## src/rtl/uart_word_tx_pkg.sv

```systemverilog
// Shared types and constants for the uart_word_tx transmit bridge.
package uart_word_tx_pkg;

  typedef enum logic [2:0] {IDLE, LOAD, START, GUARD, WAIT} tx_state_t;

  localparam logic UART_IDLE_LVL = 1'b1;

  // Width of the byte index within a word, with a 1-bit floor for 8-bit words.
  function automatic int byte_idx_w(input int word_w);
    return (word_w > 8) ? $clog2(word_w / 8) : 1;
  endfunction

endpackage

```

## src/rtl/uart_word_tx_if.sv

```systemverilog
// Core-side push handshake of uart_word_tx.
interface uart_word_tx_if #(
  parameter int WORD_W = 32
);
  logic [WORD_W-1:0] core_data;
  logic              core_data_ready;
  logic              core_ready;

  modport master (output core_data, output core_data_ready, input core_ready);
  modport slave  (input core_data, input core_data_ready, output core_ready);
endinterface

```

## src/rtl/uart_tx.sv

```systemverilog
// 8N1 byte transmitter; one bit lasts 2*CLK_PER_HALF_BIT clocks, busy registers one cycle after start.
module uart_tx
  import uart_word_tx_pkg::*;
#(
  parameter int CLK_PER_HALF_BIT = 260
) (
  input  logic       clk,
  input  logic       rstn,
  input  logic       i_start,
  input  logic [7:0] i_data,
  output logic       o_busy,
  output logic       o_txd
);
  localparam int BIT_CYC = 2 * CLK_PER_HALF_BIT;
  localparam int CW      = (BIT_CYC > 1) ? $clog2(BIT_CYC) : 1;

  logic          r_busy;
  logic [9:0]    r_shift;
  logic [CW-1:0] r_baud;
  logic [3:0]    r_bit;

  always_ff @(posedge clk or negedge rstn) begin
    if (!rstn) begin
      r_busy  <= 1'b0;
      r_shift <= '1;
      r_baud  <= '0;
      r_bit   <= '0;
    end else if (!r_busy) begin
      if (i_start) begin
        r_busy  <= 1'b1;
        r_shift <= {1'b1, i_data, 1'b0};
        r_baud  <= '0;
        r_bit   <= '0;
      end
    end else if (r_baud == CW'(BIT_CYC - 1)) begin
      r_baud  <= '0;
      r_shift <= {1'b1, r_shift[9:1]};
      if (r_bit == 4'd9) r_busy <= 1'b0;
      else               r_bit  <= r_bit + 1'b1;
    end else begin
      r_baud <= r_baud + 1'b1;
    end
  end

  assign o_busy = r_busy;
  assign o_txd  = r_busy ? r_shift[0] : UART_IDLE_LVL;
endmodule

```

## src/rtl/uart_word_fifo.sv

```systemverilog
// Synchronous WORD_W x DEPTH FIFO with extra-MSB pointers and a one-cycle flush.
module uart_word_fifo #(
  parameter int WORD_W = 32,
  parameter int DEPTH  = 64
) (
  input  logic                     clk,
  input  logic                     rstn,
  input  logic                     i_wr_en,
  input  logic [WORD_W-1:0]        i_wr_data,
  input  logic                     i_rd_en,
  input  logic                     i_flush,
  output logic [WORD_W-1:0]        o_rd_data,
  output logic                     o_full,
  output logic                     o_empty,
  output logic [$clog2(DEPTH):0]   o_count
);
  localparam int AW = $clog2(DEPTH);

  logic [WORD_W-1:0] r_mem [DEPTH];
  logic [AW:0]       r_wr_ptr;
  logic [AW:0]       r_rd_ptr;
  logic              w_push;

  assign o_full    = (r_wr_ptr[AW] != r_rd_ptr[AW]) &&
                     (r_wr_ptr[AW-1:0] == r_rd_ptr[AW-1:0]);
  assign o_empty   = (r_wr_ptr == r_rd_ptr);
  assign o_count   = r_wr_ptr - r_rd_ptr;
  assign o_rd_data = r_mem[r_rd_ptr[AW-1:0]];
  assign w_push    = i_wr_en & ~o_full;

  // NOTE: storage is deliberately not reset so it maps onto RAM; the pointers alone define validity.
  always_ff @(posedge clk) begin
    if (w_push) r_mem[r_wr_ptr[AW-1:0]] <= i_wr_data;
  end

  // NOTE: sequential state uses non-blocking assignments so every flop samples pre-edge values.
  always_ff @(posedge clk or negedge rstn) begin
    if (!rstn) begin
      r_wr_ptr <= '0;
      r_rd_ptr <= '0;
    end else begin
      if (w_push) r_wr_ptr <= r_wr_ptr + 1'b1;
      if (i_flush)                 r_rd_ptr <= r_wr_ptr;
      else if (i_rd_en & ~o_empty) r_rd_ptr <= r_rd_ptr + 1'b1;
    end
  end
endmodule

```

## src/rtl/uart_word_tx.sv

```systemverilog
// Word-to-UART transmit bridge: FIFO-buffered words serialised into bytes for uart_tx.
// Optional UART_WORD_TX_FLUSH_EN adds flush_req, which discards queued words between words.
module uart_word_tx
  import uart_word_tx_pkg::*;
#(
  parameter int CLK_PER_HALF_BIT = 260,
  parameter int WORD_W           = 32,
  parameter int DEPTH            = 64,
  parameter bit LSB_FIRST        = 1'b1
) (
  input  logic           clk,
  input  logic           rstn,
  uart_word_tx_if.slave  core,
`ifdef UART_WORD_TX_FLUSH_EN
  input  logic           flush_req,
`endif
  output logic           txd,
  output logic           busy,
  output logic           overflow
);
  localparam int NB  = WORD_W / 8;
  localparam int BIW = byte_idx_w(WORD_W);

  tx_state_t             r_state, w_state_n;
  logic [WORD_W-1:0]     r_word;
  logic [BIW-1:0]        r_b;
  logic [BIW-1:0]        w_sel;
  logic                  r_overflow;
  logic                  w_pop, w_tx_start, w_flush, w_flush_now, w_last;
  logic                  w_full, w_empty, w_tx_busy;
  logic [WORD_W-1:0]     w_head;
  logic [7:0]            w_tx_data;
  logic [$clog2(DEPTH):0] w_count;

  uart_word_fifo #(.WORD_W(WORD_W), .DEPTH(DEPTH)) u_fifo (
    .clk       (clk),
    .rstn      (rstn),
    .i_wr_en   (core.core_data_ready),
    .i_wr_data (core.core_data),
    .i_rd_en   (w_pop),
    .i_flush   (w_flush),
    .o_rd_data (w_head),
    .o_full    (w_full),
    .o_empty   (w_empty),
    .o_count   (w_count)
  );

`ifdef UART_WORD_TX_FLUSH_EN
  logic r_flush_pend;

  // A flush seen mid-word is held until the word finishes and the FSM is back in IDLE.
  always_ff @(posedge clk or negedge rstn) begin
    if (!rstn)                r_flush_pend <= 1'b0;
    else if (r_state == IDLE) r_flush_pend <= 1'b0;
    else if (flush_req)       r_flush_pend <= 1'b1;
  end

  assign w_flush_now = flush_req | r_flush_pend;
`else
  assign w_flush_now = 1'b0;
`endif

  assign w_last    = (r_b == BIW'(NB - 1));
  assign w_sel     = LSB_FIRST ? r_b : BIW'(NB - 1) - r_b;
  assign w_tx_data = r_word[{w_sel, 3'b000} +: 8];

  always_ff @(posedge clk or negedge rstn) begin
    if (!rstn) begin
      r_state    <= IDLE;
      r_word     <= '0;
      r_b        <= '0;
      r_overflow <= 1'b0;
    end else begin
      r_state <= w_state_n;
      if (w_pop) begin
        r_word <= w_head;
        r_b    <= '0;
      end else if (r_state == WAIT && !w_tx_busy && !w_last) begin
        r_b <= r_b + 1'b1;
      end
      if (core.core_data_ready && w_full) r_overflow <= 1'b1;
    end
  end

  // NOTE: every output of this block is defaulted first, so no path can infer a latch.
  always_comb begin
    w_state_n  = r_state;
    w_pop      = 1'b0;
    w_tx_start = 1'b0;
    w_flush    = 1'b0;
    case (r_state)
      IDLE: begin
        if (w_flush_now) begin
          w_flush = 1'b1;
        end else if (!w_empty) begin
          w_pop     = 1'b1;
          w_state_n = LOAD;
        end
      end
      LOAD:  if (!w_tx_busy) w_state_n = START;
      START: begin
        w_tx_start = 1'b1;
        w_state_n  = GUARD;
      end
      GUARD: w_state_n = WAIT;
      WAIT:  if (!w_tx_busy) w_state_n = w_last ? IDLE : LOAD;
      default: w_state_n = IDLE;
    endcase
  end

  uart_tx #(.CLK_PER_HALF_BIT(CLK_PER_HALF_BIT)) u_tx (
    .clk     (clk),
    .rstn    (rstn),
    .i_start (w_tx_start),
    .i_data  (w_tx_data),
    .o_busy  (w_tx_busy),
    .o_txd   (txd)
  );

  assign core.core_ready = ~w_full;
  assign busy            = (w_count != '0) || (r_state != IDLE);
  assign overflow        = r_overflow;
endmodule

```

## src/flat_wrapper.sv

```systemverilog
// flat-port wrapper written by rule: the top's interface ports become plain ports
module uart_word_tx_flat import uart_word_tx_pkg::*;
#(
  parameter int CLK_PER_HALF_BIT = 260,
  parameter int WORD_W           = 32,
  parameter int DEPTH            = 64,
  parameter bit LSB_FIRST        = 1'b1
)
  (clk, rstn, txd, busy, overflow, core_core_data, core_core_data_ready, core_core_ready);
  uart_word_tx_if #(.WORD_W(WORD_W)) core_i ();
  input  logic clk;
  input  logic rstn;
  output logic txd;
  output logic busy;
  output logic overflow;
  input wire logic [$bits(core_i.core_data)-1:0] core_core_data;
  input wire logic [$bits(core_i.core_data_ready)-1:0] core_core_data_ready;
  output wire logic [$bits(core_i.core_ready)-1:0] core_core_ready;
  assign core_i.core_data = core_core_data;
  assign core_i.core_data_ready = core_core_data_ready;
  assign core_core_ready = core_i.core_ready;
  uart_word_tx #(.CLK_PER_HALF_BIT(CLK_PER_HALF_BIT), .WORD_W(WORD_W), .DEPTH(DEPTH), .LSB_FIRST(LSB_FIRST)) u_core (.clk(clk), .rstn(rstn), .core(core_i), .txd(txd), .busy(busy), .overflow(overflow));
endmodule
```

## config.mk

```make
export PLATFORM = sky130hd
export DESIGN_NAME = uart_word_tx_flat
export DESIGN_NICKNAME = d
export VERILOG_FILES = /design/src/rtl/uart_word_tx_pkg.sv /design/src/rtl/uart_word_tx_if.sv /design/src/rtl/uart_tx.sv /design/src/rtl/uart_word_fifo.sv /design/src/rtl/uart_word_tx.sv /design/src/flat_wrapper.sv
export SDC_FILE = /design/constraint.sdc
export NUM_CORES = 2
export LEC_CHECK = 0
export ABC_AREA = 0
export CAP_MARGIN = 20
export CORE_MARGIN = 10
export CORE_UTILIZATION = 40
export DETAILED_ROUTE_END_ITERATION = 12
export HOLD_SLACK_MARGIN = 0.06
export SLEW_MARGIN = 40
export SYNTH_ARGS = -nofsm -noshare
export SYNTH_HDL_FRONTEND = slang
export SYNTH_SLANG_ARGS = --single-unit
```

## constraint.sdc

```tcl
create_clock -name clk -period 5.3 [get_ports clk]
set_clock_uncertainty 0.1 [all_clocks]
set_input_delay 1.06 -clock clk [delete_from_list [all_inputs] [get_ports clk]]
set_output_delay 1.06 -clock clk [all_outputs]
set_load 0.03 [all_outputs]
```

==> summary.md <==
| Metric | Value |
|---|---|
| Sequential share of the synthesized area | 77.84% |
| WP data required | 4.14 ns |
| CTS tree | yes |
| Lkg Pwr | 30.28 nW |
| Synth area leaders | edfxtp_1, mux4_2, mux2i_1, dfrtp_1, a22oi_1 |
| Final worst slack | 0.5942 ns |
| Final HPWL DP | 117.2 mm |
| Pins Over Slew Limit | 0 |
| Hold Path Class | reg -> reg |
| Hold Violations, Final | 0 |
| Crit share post-route | 88.79% |
| CP Max Fanout | 15 |
| Global-route usage over all layers | 18.45% |
| DIE AREA | 222100 sq um |
| DIE WIDTH | 471.3 um |
| Synth-to-Final Area Change | 14.29% |
| Worst EP arrival | 3.55 ns |
| Max IR drop VDD | 0.2841 mV |
| Mapped cell area | 81460 sq um |
| Antenna violations before repair | 9 |
| DR iter-0 viols | 4614 |
| Flops & latches, synth | 2124 |
| Final antenna-violating net count | 0 |
| Core area | 202300 sq um |
| Max-cap viol count | 0 |
| Dominant cell type by area after synthesis | edfxtp_1 |
| Drt pass-1 iters | 5 |
| Slowest library cell on the worst path | dfrtp_1 |
| Status | complete, no violations |
| Post-synth EDFFs | 2048 |
| Setup Total Neg Slack | 0 ns |
| Initial core utilization | 40.27% |
| Worst hold slack | 0.3893 ns |
| First-pass GRT wire length | 300.3 mm |
| Max incr delay on CP | 0.75 ns |
| Routed WL | 208.8 mm |
| Drt wl/cell | 30.53 um |
| Post-synth cell types | 53 |
| RSZ-0062 raised after global routing | no |
| Vias per cell | 5.811 |
| Post-synth top area share | 75.49% |
| Post-synth net total | 3825 |
| WS Path Type | reg -> out |
| Relative slew slack | 35.72% |
| Placer Congestion | 0.8121 |
| Via Count | 39748 |
| Cts bufs inserted | 208 |
| Synth warn | 0 |
| Root Buffer | clkbuf_16 |
| Vias in the first global route | 39921 |
| Congestion Overflow GR | 0 |
| Reg clk slew, reported paths | 0.06 ns |
| Ys flop type | edfxtp_1 |
| CP cell instances | inv_1 > ha_1 > nand4_1 > nor2_1 > nand2_1 > clkdlybuf4s50_1 |
| Core Rows | 165 |
| Fmax | 212.5 MHz |
| Synthesized area per cell | 21.56 sq um |
| Fill count | 16711 |
| Finish-stage setup viols | 0 |
| Layout cell share with drive strength beyond 1 | 25.50% |
| Clock Latency Late Sink | 0.84 ns |
| Post-synth ARST share | 3.578% |
| Layout net count | 4041 |
| Largest net degree at the start of global routing | 107 |
| Slew @ Worst Pin | 0.9642 ns |
| DRC | 0 |
| PwrDens | 376.8 nW/um^2 |
| Worst Setup Start Kind | flip-flop |
| Most common cell in the netlist | edfxtp_1 |
| TritonCTS Sinks | 2124 |
| Die Y | 471.3 um |
| CTS Buffer Depth | 3 |
| Synth Instances | 3778 |
| Io pins | 39 |
| DP Worst Slack | 0.8171 ns |
| H-tree depth | 4 |
| CP Capture Type | output pin |
| Final min period | 4.706 ns |
| Post-synth top cells | edfxtp_1, mux4_2, mux2i_1 |
| Port bufs | 38 |
## worst paths after layout
path / start / endpoint / slack [ns] / depth (start not counted)
max reg2reg: u_core.u_fifo.r_rd_ptr[3]$_DFFE_PN0P_ / u_core.u_fifo.r_mem[50][0]$_DFFE_PP_ / 1.09 / 9
max in group asynchronous: rstn / u_core.u_fifo.r_rd_ptr[1]$_DFFE_PN0P_ / 3.66 / 3
min: u_core.u_tx.r_shift[0]$_DFFE_PN1P_ / u_core.u_tx.r_shift[0]$_DFFE_PN1P_ / 0.39 / 2
max: u_core.u_fifo.r_rd_ptr[3]$_DFFE_PN0P_ / core_core_ready / 0.59 / 6
min reg2reg: u_core.u_tx.r_shift[0]$_DFFE_PN1P_ / u_core.u_tx.r_shift[0]$_DFFE_PN1P_ / 0.39 / 2
min in group asynchronous: rstn / u_core.u_tx.r_bit[3]$_DFFE_PN0P_ / 0.57 / 2
## final cells by class
type / count / area, sq um / share of cell area [%]
inverters: 10 / 40.04 / 0.04300
diodes: 4 / 10.01 / 0.01075
multi-input cells: 1424 / 17610 / 18.91
repair buffers: 226 / 2096 / 2.251
clock buffers: 262 / 5439 / 5.842
flip-flops and latches: 2124 / 63420 / 68.12
clock inverters: 118 / 1147 / 1.232
well taps: 2672 / 3343 / 3.591
## state kept, by name, indices dropped and copies added (netlist names), 2 cells and up
signal / count
u_core.u_fifo.r_rd_ptr: 7
u_core.u_fifo.r_mem: 2048
u_core.u_tx.r_bit: 4
u_core.u_fifo.r_wr_ptr: 7
u_core.r_word: 32
u_core.r_b: 2
u_core.u_tx.r_baud: 10
u_core.u_tx.r_shift: 9
u_core.r_state: 3
## through the flow
stage,instance area (sq um),total power [mW],std cells,utilization (%)
after detailed placement,86260,21.04,6447,42.63
after global routing,93100,36.11,6837,46.01
final,93100,35.08,6840,46.02
after CTS,92850,35.33,6828,45.89
after floorplan,81460,20.06,3778,-
after global placement,86170,21.00,6444,42.59
## report_power, final
part           internal [mW]  switching (mW)
sequential              19.0           0.162
combinational          0.381            1.17
clock                   8.03            6.36
total                   27.4            7.69
## critical path: cells and delay by family (launching register included)
family | cells | cell delay [ns]
flip-flops | 1 | 0.75
buffers and inverters | 2 | 0.88
AND/OR/NAND/NOR | 3 | 0.71
adder cells (fa/ha/maj) | 1 | 0.38
## kinds of logic after synthesis
group,Yosys count,share of synthesized area [%]
AO/OA/AOI/OAI,313,2.915
XOR/XNOR,20,0.2150
adder cells (fa/ha/maj),12,0.1843
buffers and inverters,230,1.259
flip-flops,2124,77.84
multiplexers,675,15.17
AND/OR/NAND/NOR,404,2.419
## metal layers
| metal | vias to the layer above | global-route usage, % | wire length, um |
|---|---|---|---|
| li1 | 16352 | - | - |
| met1 | 21574 | 25.94 | 87620 |
| met2 | 1567 | 29.83 | 101600 |
| met3 | 253 | 3.020 | 14250 |
| met4 | 2 | 5.181 | 5340 |
| met5 | - | 0 | 12 |
## cells in the final DEF (no fill, tap or decap), types with 8 or more instances in the layout
master / count
clkbuf_1: 52
nor2_4: 65
edfxtp_1: 2048
dfstp_2: 9
buf_4: 151
o22a_1: 29
o221ai_1: 29
inv_1: 8
o21ai_0: 25
o22ai_1: 32
ha_1: 12
and2_1: 32
buf_2: 28
a21oi_1: 15
clkinv_2: 41
dfrtp_1: 64
a22oi_1: 99
bufinv_16: 15
buf_12: 25
mux4_2: 447
a211oi_1: 32
xnor2_1: 13
nand2_1: 89
clkbuf_16: 209
nand3_1: 76
and3_1: 33
buf_6: 11
o32a_1: 33
nor2_1: 34
clkinv_1: 38
mux2i_1: 223
nor4_1: 23
## repair_timing
| item | 4_1_cts | 5_1_grt |
|---|---|---|
| hold buffers | 1 | 0 |
| buffers inserted | 0 | 0 |
| resized for setup | 0 | 0 |
| endpoints found under the hold margin | 16 | 0 |
Power figures use the tool's default switching activity.
